==> config.mk <==
export PLATFORM = sky130hd
export DESIGN_NAME = led_pwm_ctrl
export DESIGN_NICKNAME = d
export VERILOG_FILES = /design/src/rtl/led_pkg.sv /design/src/rtl/led_chan.sv /design/src/rtl/led_pwm_ctrl.sv
export SDC_FILE = /design/constraint.sdc
export NUM_CORES = 1
export LEC_CHECK = 0
export ABC_CLOCK_PERIOD_IN_PS = 5700
export CAP_MARGIN = 5
export CORE_ASPECT_RATIO = 0.5
export CORE_MARGIN = 3
export CORE_UTILIZATION = 50
export DETAILED_ROUTE_END_ITERATION = 8
export PLACE_DENSITY = 0.74
export SLEW_MARGIN = 0
export SYNTH_ARGS = -nofsm -noshare
export SYNTH_HDL_FRONTEND = slang
export SYNTH_SLANG_ARGS = --single-unit
==> constraint.sdc <==
create_clock -name sys_clk -period 5.7 [get_ports sys_clk]
set_input_delay 0.57 -clock sys_clk [delete_from_list [all_inputs] [get_ports sys_clk]]
set_output_delay 0.57 -clock sys_clk [all_outputs]
set_load 0.01 [all_outputs]
==> src/rtl/led_pkg.sv <==
// Shared definitions for the multi-channel LED PWM controller:
// channel mode encodings and a width helper for index/counter buses.
package led_pkg;

  localparam logic [1:0] MODE_OFF   = 2'd0;
  localparam logic [1:0] MODE_ON    = 2'd1;
  localparam logic [1:0] MODE_BLINK = 2'd2;
  localparam logic [1:0] MODE_PULSE = 2'd3;

  // ceil(log2(n)) but never below 1, so a single-entry index still has a bit
  function automatic int clog2_min1(input int n);
    int r;
    r = 0;
    for (int v = n - 1; v > 0; v = v >> 1) begin
      r = r + 1;
    end
    return (r < 1) ? 1 : r;
  endfunction

endpackage

==> src/rtl/led_chan.sv <==
// One LED channel: latched mode/period/duty, tick-driven counter and
// registered led / pulse_done outputs.
module led_chan
  import led_pkg::*;
#(
  parameter int         CNT_W    = 16,
  parameter logic [1:0] RST_MODE = MODE_OFF
) (
  input  logic             sys_clk,
  input  logic             sys_rst_n,
  input  logic             tick,
  input  logic             wr,
  input  logic [1:0]       cfg_mode,
  input  logic [CNT_W-1:0] cfg_period,
  input  logic [CNT_W-1:0] cfg_duty,
  output logic             led,
  output logic             pulse_done
);

  logic [1:0]       mode_q,   mode_d;
  logic [CNT_W-1:0] period_q, period_d;
  logic [CNT_W-1:0] duty_q,   duty_d;
  logic [CNT_W-1:0] cnt_q,    cnt_d;
  logic             led_q,    led_d;
  logic             done_q,   done_d;
  logic [CNT_W-1:0] last_s;

  // next-state: a write wins over a same-cycle tick and restarts the counter
  always_comb begin
    mode_d   = mode_q;
    period_d = period_q;
    duty_d   = duty_q;
    cnt_d    = cnt_q;
    done_d   = 1'b0;
    last_s   = (period_q == {CNT_W{1'b0}}) ? {CNT_W{1'b0}} : (period_q - CNT_W'(1));

    if (wr) begin
      period_d = cfg_period;
      duty_d   = cfg_duty;
      cnt_d    = {CNT_W{1'b0}};
      if ((cfg_mode == MODE_PULSE) && (cfg_duty == {CNT_W{1'b0}})) begin
        // zero-length pulse finishes at once and never lights the LED
        mode_d = MODE_OFF;
        done_d = 1'b1;
      end else begin
        mode_d = cfg_mode;
      end
    end else if (tick) begin
      case (mode_q)
        MODE_BLINK: begin
          if (cnt_q >= last_s) begin
            cnt_d = {CNT_W{1'b0}};
          end else begin
            cnt_d = cnt_q + CNT_W'(1);
          end
        end
        MODE_PULSE: begin
          if (cnt_q == (duty_q - CNT_W'(1))) begin
            mode_d = MODE_OFF;
            cnt_d  = {CNT_W{1'b0}};
            done_d = 1'b1;
          end else begin
            cnt_d = cnt_q + CNT_W'(1);
          end
        end
        default: begin
          cnt_d = {CNT_W{1'b0}};
        end
      endcase
    end else begin
      cnt_d = cnt_q;
    end

    case (mode_d)
      MODE_OFF:   led_d = 1'b0;
      MODE_ON:    led_d = 1'b1;
      MODE_BLINK: led_d = (cnt_d < duty_d);
      MODE_PULSE: led_d = 1'b1;
      default:    led_d = 1'b0;
    endcase
  end

  // channel state registers with synchronous active-low reset
  always_ff @(posedge sys_clk) begin
    if (!sys_rst_n) begin
      mode_q   <= RST_MODE;
      period_q <= {CNT_W{1'b0}};
      duty_q   <= {CNT_W{1'b0}};
      cnt_q    <= {CNT_W{1'b0}};
      led_q    <= 1'b0;
      done_q   <= 1'b0;
    end else begin
      mode_q   <= mode_d;
      period_q <= period_d;
      duty_q   <= duty_d;
      cnt_q    <= cnt_d;
      led_q    <= led_d;
      done_q   <= done_d;
    end
  end

  assign led        = led_q;
  assign pulse_done = done_q;

endmodule

==> src/rtl/led_pwm_ctrl.sv <==
// Multi-channel LED driver: shared prescaler tick, config-write decode
// and one led_chan per output.
module led_pwm_ctrl
  import led_pkg::*;
#(
  parameter int         N_LED    = 4,
  parameter int         CNT_W    = 16,
  parameter int         PRESCALE = 50000,
  parameter logic [1:0] RST_MODE = 2'd0
) (
  input  logic                           sys_clk,
  input  logic                           sys_rst_n,
  input  logic                           cfg_we,
  input  logic [clog2_min1(N_LED)-1:0]   cfg_ch,
  input  logic [1:0]                     cfg_mode,
  input  logic [CNT_W-1:0]               cfg_period,
  input  logic [CNT_W-1:0]               cfg_duty,
  output logic [N_LED-1:0]               led,
  output logic [N_LED-1:0]               pulse_done,
  output logic                           tick
);

  localparam int CH_W = clog2_min1(N_LED);
  localparam int PS_W = clog2_min1(PRESCALE);
  localparam logic [PS_W-1:0] PS_LAST = PS_W'(PRESCALE - 1);

  logic [PS_W-1:0]  ps_cnt_q, ps_cnt_d;
  logic             tick_q,   tick_d;
  logic [N_LED-1:0] wr_s;

  // prescaler wrap; tick is registered so it is 0 in reset and solid 1 for PRESCALE=1
  always_comb begin
    if (ps_cnt_q == PS_LAST) begin
      ps_cnt_d = {PS_W{1'b0}};
    end else begin
      ps_cnt_d = ps_cnt_q + PS_W'(1);
    end
    tick_d = (ps_cnt_q == PS_LAST);
  end

  // prescaler registers
  always_ff @(posedge sys_clk) begin
    if (!sys_rst_n) begin
      ps_cnt_q <= {PS_W{1'b0}};
      tick_q   <= 1'b0;
    end else begin
      ps_cnt_q <= ps_cnt_d;
      tick_q   <= tick_d;
    end
  end

  assign tick = tick_q;

  // address decode; indices >= N_LED match no channel and are dropped
  always_comb begin
    wr_s = {N_LED{1'b0}};
    for (int i = 0; i < N_LED; i++) begin
      wr_s[i] = cfg_we & (cfg_ch == CH_W'(i));
    end
  end

  for (genvar g = 0; g < N_LED; g++) begin : g_chan
    led_chan #(
      .CNT_W    (CNT_W),
      .RST_MODE (RST_MODE)
    ) u_chan (
      .sys_clk    (sys_clk),
      .sys_rst_n  (sys_rst_n),
      .tick       (tick_q),
      .wr         (wr_s[g]),
      .cfg_mode   (cfg_mode),
      .cfg_period (cfg_period),
      .cfg_duty   (cfg_duty),
      .led        (led[g]),
      .pulse_done (pulse_done[g])
    );
  end

endmodule

==> results of run 1 <==
## timing repair
| item | in CTS | in global routing |
|---|---|---|
| resized for setup | 0 | 4 |
| endpoints found under the setup margin | 0 | 2 |
| setup buffers | 0 | 0 |
## flip-flops by register name, indices dropped and copies added, names as in the netlist
signal / cells
g_chan.u_chan.mode_q: 8
g_chan.u_chan.period_q: 64
g_chan.u_chan.cnt_q: 64
tick: 1
g_chan.u_chan.duty_q: 64
g_chan.u_chan.led: 4
ps_cnt_q: 16
g_chan.u_chan.pulse_done: 4
## synth_stat cells (9+ instances only)
cell type / instances / area share [%]
nand3_1: 60 / 1.9
nand4_1: 47 / 1.8
xnor2_1: 74 / 4.1
nor3_1: 65 / 2.0
inv_1: 35 / 0.82
ha_1: 141 / 11
a22oi_1: 11 / 0.52
a22o_1: 12 / 0.66
mux2i_1: 59 / 3.7
and2_1: 11 / 0.43
or4_1: 18 / 0.85
dfxtp_1: 225 / 28
a31o_2: 14 / 0.77
a31oi_1: 21 / 0.82
nor2_1: 260 / 6.1
a21o_1: 26 / 1.2
o21ai_0: 63 / 2.0
nand2b_1: 23 / 0.90
xor2_1: 98 / 5.4
a211oi_1: 13 / 0.61
nand2_1: 311 / 7.3
buf_4: 9 / 0.42
clkbuf_1: 95 / 2.2
nor4_1: 44 / 1.7
nor2b_1: 23 / 0.90
nor3b_1: 10 / 0.47
and3_1: 33 / 1.3
a21oi_1: 136 / 4.3
## power by group through the flow
| stage | Sequential, mW | Clock, mW | Combinational (mW) |
|---|---|---|---|
| after CTS | 1.66 | 1.68 | 0.811 |
| after global placement | 1.69 | 0 | 0.791 |
| after floorplan | 1.67 | 0 | 0.600 |
| after detailed placement | 1.69 | 0 | 0.806 |
| final | 1.66 | 1.66 | 0.819 |
| after global routing | 1.66 | 1.74 | 0.918 |
## cell type report
class | instances | area [um2] | share of cell area (%)
clock buffer | 29 | 638 | 3.65
multi-input combinational | 1702 | 10800 | 62.0
tap | 423 | 529 | 3.03
sequential | 225 | 4510 | 25.8
inverter | 36 | 138 | 0.788
clock inverter | 13 | 175 | 1.00
timing repair buffer | 72 | 658 | 3.77
## metrics by stage
| stage | hold WS [ns] | cell area [um2] | cells | worst slack (ns) |
|---|---|---|---|---|
| final | 0.448 | 17500 | 2500 | 0.594 |
| after global routing | 0.464 | 17500 | 2500 | 0.0966 |
| after CTS | 0.446 | 17500 | 2500 | 0.427 |
| after detailed placement | 0.437 | 16600 | 2458 | 0.497 |
| after global placement | 0.430 | 16600 | 2458 | 0.592 |
| after floorplan | 0.418 | 15900 | 2085 | 0.646 |
## worst min path at each step
stage,to
global placement,ps_cnt_q[0]
floorplan,ps_cnt_q[0]
global route,ps_cnt_q[0]
finish,ps_cnt_q[0]
detailed placement,ps_cnt_q[0]
CTS,ps_cnt_q[0]
## cell usage in the layout, fill, tap and decap left out, drive strengths merged, types with 6 or more instances in the layout
cell           Yosys  final
nor2             262    262
nor2b             23     23
and2              12     12
or4               21     21
a31o              15     15
a21boi             6      6
a22oi             11     11
a211oi            14     14
buf               27     25
mux2i             59     59
nor3b             10     10
nand4             47     47
nand2            311    311
a21o              26     26
o21ai             66     66
clkbuf            95     29
nor3              65     65
inv               35     36
nand4b             6      6
or3                8      8
nand2b            23     23
clkdlybuf4s50      0     47
a22o              12     12
a31oi             21     21
o31a               6      6
xor2              98     98
and3              33     33
nor4              44     44
a21oi            136    136
nand3             60     60
dfxtp            225    225
o31ai              6      6
nand3b             6      6
o211ai             8      8
or2                7      7
clkinv             1      8
ha               141    141
xnor2             74     74
## logic make-up (layout without fill, tap and decap cells)
kind of cell    count (synthesis)  in the layout
mux                            61             61
compound gates                370            370
fa+ha+maj                     141            141
flops                         225            225
xor+xnor                      172            172
buf+inv                       158            150
simple gates                  958            958
## metal layers
layer	track usage, %	share of wire [%]
met4	6.69	2.4
met1	35.1	44
met3	4.72	7.3
met5	0	0.052
met2	43.8	46
==> run summary, run 1 <==
CP required -> 6.18 ns
Die area -> 0.0342 mm2
Clock root buffer -> clkbuf_16
Endpoint class of the critical path -> register
Vias in the first global route -> 13.9k
Post-Route Skew -> 0.0185 ns
Tightest Pin Transition -> 0.950 ns
Routed Antenna Nets -> 0
Cell family with most CP delay -> simple AND/OR/NAND/NOR gates
CTS Hold Buffers Added -> 0
Vias -> 15.0k
First-pass GRT wire length -> 73,400 um
Fin. Hold Viols -> 0
Yosys cell types -> 84
IO buf count -> 47
Num rows -> 45
Syn Nets -> 2,265
Max-Cap Viols -> 0
Nets -> 2,240
EDFF count, synth -> 0
RR Endpoint -> g_chan[0].u_chan.led
Clock slew seen by the registers of the worst setup and hold paths -> 0.07 ns
First drt pass iteration count -> 5
Worst min-delay path startpoint -> ps_cnt_q[0]
Fin Setup TNS -> 0 ns
Seq/Total Area, Yosys -> 28.3%
Fillers -> 2,902
Relative slew slack -> 36.2%
Post-synthesis compound-gate area fraction -> 14.8%
Yosys warns -> 0
#FFs+latches synth -> 225
Initial DRC count -> 1,302
Worst setup path class -> reg -> reg
Final HPWL DP -> 35,000 um
Die height -> 132 um
Layout cells sized above 1 -> 5.25%
CTS Buf Count -> 23
Pin count of the biggest net entering global routing -> 78
Min cycle time layout -> 5.11 ns
CTS tree -> done
RSZ-0062 raised after global routing -> false
Internal Power -> 2.92 mW
Adder-cell share of the synthesized area -> 11.1%
Synthesized-area fraction occupied by and/or/nand/nor cells -> 28.5%
Grt total ovfl -> 0
GPL Wtd Cong -> 0.993
Clock power frac -> 40.1%
Avg WL per Cell -> 18.4 um
I/O pin cnt -> 48
Min-delay worst type -> reg -> reg
Crit path capture -> g_chan[0].u_chan.led
Reg2reg path depth -> 24
Worst path bufs/invs -> 1
Status -> finished, final reports clean
Setup crit start kind -> register
Critical R2R Launch -> g_chan[0].u_chan.period_q[6]
Gate Count Post-Synth -> 2,085
CP Cell Sequence -> or4_1 -> nor4_2 -> nand2b_1 -> nor2_1 -> nand4b_1 -> and2_1 -> ha_1 -> nand2b_1 -> a21o_1 -> a211oi_1 -> nor3_1 -> o31ai_1 -> a21oi_1 -> nor3b_1 -> o21ai_2 -> buf_4 -> nor2_1 -> ha_1 -> a21o_1 -> a21o_1 -> a21oi_1 -> a31oi_1 -> a21oi_1 -> a31o_2
Initial antenna violation count -> 2
Worst-Skew Late Latency -> 0.54 ns
Die W -> 259 um
CTS H-tree depth -> 1
Area Growth Syn to Fin -> 9.61%
Mapped cell area -> 0.0159 mm2
Total power draw -> 4.14 mW
Utilization after layout -> 56.6%
Leakage power -> 7.21 nW
Synth Area in XOR/XNOR -> 9.45%
Fmax -> 196 MHz
Slew Viols, Final -> 0
Number of stages on the worst setup path -> 24
Routed WL -> 46,100 um
Vias per inst -> 6.01
Sw power -> 1.21 mW
# clock sinks -> 225
Post-synthesis average cell area -> 7.65 um2
Post-synthesis mux area share -> 3.85%
N_diodes -> 0
Critical Path Fanout Max -> 16
Sequential fraction of design power -> 40.1%
CP max stage cell -> or4_1
Crit-path max cell delay -> 0.61 ns
VDD IR-drop max -> 0.173 mV
GR Util All Layers -> 26.2%
Cell Pwr Density -> 237 mW/mm2
Hold Crit Depth -> 1
Combinational group share of total power -> 19.8%
Initial core utilization -> 51.7%
Arrival time worst endpoint -> 5.59 ns
Final setup violation count -> 0
Maximum root-to-sink buffer count -> 3
Asr flop ratio synth -> 0%
Top FF cell, synth -> dfxtp_1
Worst setup startpoint -> g_chan[0].u_chan.period_q[6]
Remaining DRCs -> 0
R2r setup slk -> 0.59 ns
Switching Fraction -> 29.3%
Crit share post-route -> 89.6%
Total core area -> 0.0309 mm2
Largest family of logic cells by synthesized area -> simple AND/OR/NAND/NOR gates
No activity file was read; power rests on OpenSTA's default activity.
==> run 2: changes to the inputs <==
- CORE_ASPECT_RATIO: 0.5 -> default
==> run 2 against run 1 <==
  * Sequential power barely moved
  * Register-to-register slack worse by 0.20 ns
  * Wire length increased by 1.4%
  * Cell count shrank 1.1%
  * Flip-flop and latch count did not move
  * First-iteration DRC count shrank 7.8%
  * Clock power increased by 3%
  * Sequential share of layout area grew 0.063 points
  * Critical path depth stayed put
  * Critical path type unchanged
  * Highest routed layer is now met4
==> run summary, run 2 (same netlist as run 1, synthesis figures left out) <==
Avg WL per Cell -> 18.9 um (was 18.4 um)
Min-delay worst type -> reg -> reg (unchanged)
Critical Path Fanout Max -> 15 (was 16)
Vias -> 15.0k (about the same)
Largest registers -> g_chan.u_chan.cnt_q: 64 flops, g_chan.u_chan.duty_q: 64 flops, g_chan.u_chan.period_q: 64 flops (unchanged)
Reg2reg path depth -> 24 (unchanged)
N_diodes -> 0 (unchanged)
Status -> finished, final reports clean (unchanged)
Fin Setup TNS -> 0 ns (unchanged)
Grt total ovfl -> 0 (unchanged)
Sequential fraction of design power -> 39.5% (was 40.1%)
Die W -> 185 um (was 259 um)
Setup Buffers After CTS -> 0 (unchanged)
Sw power -> 1.25 mW (was 1.21 mW)
RSZ-0062 raised after global routing -> false (unchanged)
Crit share post-route -> 93.2% (was 89.6%)
CP Cell Sequence -> or4_1 -> nor4_1 -> nand3_1 -> buf_4 -> nand2b_1 -> ha_1 -> a21o_1 -> a21oi_1 -> o21ai_0 -> a31o_2 -> a221oi_1 -> o211a_2 -> o21ai_4 -> nor2_1 -> ha_1 -> a21o_1 -> a21oi_1 -> nor2b_1 -> o21ai_0 -> nand2b_1 -> a21oi_1 -> nor2b_1 -> o21ai_0 -> a41o_1 (was or4_1 -> nor4_2 -> nand2b_1 -> nor2_1 -> nand4b_1 -> and2_1 -> ha_1 -> nand2b_1 -> a21o_1 -> a211oi_1 -> nor3_1 -> o31ai_1 -> a21oi_1 -> nor3b_1 -> o21ai_2 -> buf_4 -> nor2_1 -> ha_1 -> a21o_1 -> a21o_1 -> a21oi_1 -> a31oi_1 -> a21oi_1 -> a31o_2)
Final HPWL DP -> 34,100 um (was 35,000 um)
Internal Power -> 2.96 mW (was 2.92 mW)
CTS Buf Count -> 27 (was 23)
First drt pass iteration count -> 6 (was 5)
Slew Viols, Final -> 0 (unchanged)
Min cycle time layout -> 5.31 ns (was 5.11 ns)
Cell count after placement -> 2,425 (was 2,458)
CP required -> 6.18 ns (about the same)
Worst setup path class -> reg -> reg (unchanged)
Most frequent cells in the layout -> nand2_1 (311), nor2_1 (258), dfxtp_1 (224), ha_1 (141), a21oi_1 (136) (unchanged)
Clock slew seen by the registers of the worst setup and hold paths -> 0.06 ns (was 0.07 ns)
Switching Fraction -> 29.6% (was 29.3%)
Initial antenna violation count -> 1 (was 2)
Remaining DRCs -> 0 (unchanged)
Non-Filler Instances -> 2,472 (was 2,500)
Clock power frac -> 40.8% (was 40.1%)
Tightest Pin Transition -> 1.12 ns (was 0.950 ns)
Commonest non-fill, non-tap cell in the layout -> nand2_1 (unchanged)
# clock sinks -> 225 (unchanged)
Hold Crit Depth -> 1 (unchanged)
Post-route cell area -> 0.0174 mm2 (was 0.0175 mm2)
GR Util All Layers -> 27.1% (was 26.2%)
Endpoint class of the critical path -> register (unchanged)
Fmax -> 188 MHz (was 196 MHz)
Relative slew slack -> 25.2% (was 36.2%)
Post-Route Skew -> 0.0140 ns (was 0.0185 ns)
VDD IR-drop max -> 0.180 mV (was 0.173 mV)
Cell Pwr Density -> 241 mW/mm2 (was 237 mW/mm2)
Max-Cap Viols -> 0 (unchanged)
GPL Wtd Cong -> 0.929 (was 0.993)
Reg area -> 0.00451 mm2 (unchanged)
Number of stages on the worst setup path -> 24 (unchanged)
Clock root buffer -> clkbuf_16 (unchanged)
IO buf count -> 47 (unchanged)
Pin count of the biggest net entering global routing -> 88 (was 78)
Vias per inst -> 6.07 (was 6.01)
Final setup violation count -> 0 (unchanged)
Placed Area -> 0.0166 mm2 (about the same)
I/O pin cnt -> 48 (unchanged)
Crit-path max cell delay -> 0.60 ns (was 0.61 ns)
Leakage power -> 7.19 nW (was 7.21 nW)
First-pass GRT wire length -> 74,700 um (was 73,400 um)
Num rows -> 64 (was 45)
Arrival time worst endpoint -> 5.79 ns (was 5.59 ns)
Die height -> 185 um (was 132 um)
Combinational group share of total power -> 19.8% (about the same)
Vias in the first global route -> 14.1k (was 13.9k)
Min Hold Slack -> 0.452 ns (was 0.448 ns)
Utilization after layout -> 56.3% (was 56.6%)
Fillers -> 2,838 (was 2,902)
Layout cells sized above 1 -> 4.91% (was 5.25%)
Cell family with most CP delay -> compound AO/OA/AOI/OAI gates (was simple AND/OR/NAND/NOR gates)
CP max stage cell -> or4_1 (unchanged)
Worst-Skew Late Latency -> 0.55 ns (was 0.54 ns)
Setup crit start kind -> register (unchanged)
Fin. Hold Viols -> 0 (unchanged)
Multi-input logic area -> 0.0108 mm2 (about the same)
Area Growth Syn to Fin -> 9.34% (was 9.61%)
Worst path bufs/invs -> 1 (unchanged)
Total core area -> 0.0310 mm2 (was 0.0309 mm2)
Routed Antenna Nets -> 0 (unchanged)
CTS tree -> done (unchanged)
Routed WL -> 46,800 um (was 46,100 um)
Nets -> 2,239 (was 2,240)
Initial core utilization -> 51.4% (was 51.7%)
Die area -> 0.0341 mm2 (was 0.0342 mm2)
Initial DRC count -> 1,200 (was 1,302)
CTS H-tree depth -> 1 (unchanged)
Maximum root-to-sink buffer count -> 3 (unchanged)
==> run 2: layout make-up <==
class	count	area share (%)
tap	396	2.84
clock buffer	34	4.08
multi-input combinational	1703	62.1
timing repair buffer	66	3.52
inverter	36	0.789
clock inverter	12	0.804
sequential	225	25.8
==> run 2: worst paths after layout <==
kind	from	slack (ns)	to
min reg2reg	ps_cnt_q[0]	0.45	ps_cnt_q[0]
min	ps_cnt_q[0]	0.45	ps_cnt_q[0]
max reg2reg	g_chan[3].u_chan.period_q[8]	0.39	g_chan[3].u_chan.led
max	g_chan[3].u_chan.period_q[8]	0.39	g_chan[3].u_chan.led
==> run 2: power by group through the flow <==
stage               Clock, mW  Sequential (mW)  Combinational [mW]
floorplan                   0             1.67               0.600
global placement            0             1.69               0.791
detailed placement          0             1.69               0.814
CTS                      1.74             1.66               0.821
global route             1.81             1.66               0.928
finish                   1.71             1.66               0.830
==> run 2: metal layers <==
layer,up-vias,wire [um],GRT usage (%)
met2,451,21100,44.1
met4,0,1820,10.1
met1,7121,20600,36.1
met5,-,0,0
met3,99,3300,4.46
li1,7346,-,-
==> run 2: metrics by stage <==
| stage | power [mW] | worst slack [ns] |
|---|---|---|
| floorplan | 2.27 | 0.646 |
| global placement | 2.48 | 0.580 |
| detailed placement | 2.50 | 0.397 |
| CTS | 4.21 | 0.370 |
| global route | 4.40 | 0.0156 |
| finish | 4.20 | 0.390 |
==> run 2: what timing repair did <==
action | CTS | global route
hold buffers | 0 | 0
endpoints found under the setup margin | 0 | 2
gates resized for setup | 0 | 2
==> run 2: worst reg2reg max path, stage by stage, from the launching register on <==
cell and delay, ns:
dfxtp_1 0.36, or4_1 0.61, nor4_1 0.36, nand3_1 0.12
buf_4 0.21, nand2b_1 0.09, ha_1 0.22, a21o_1 0.15
a21oi_1 0.17, o21ai_0 0.14, a31o_2 0.26, a221oi_1 0.34
o211a_2 0.34, o21ai_4 0.17, nor2_1 0.15, ha_1 0.25
a21o_1 0.18, a21oi_1 0.14, nor2b_1 0.05, o21ai_0 0.15
nand2b_1 0.07, a21oi_1 0.16, nor2b_1 0.06, o21ai_0 0.29
a41o_1 0.23
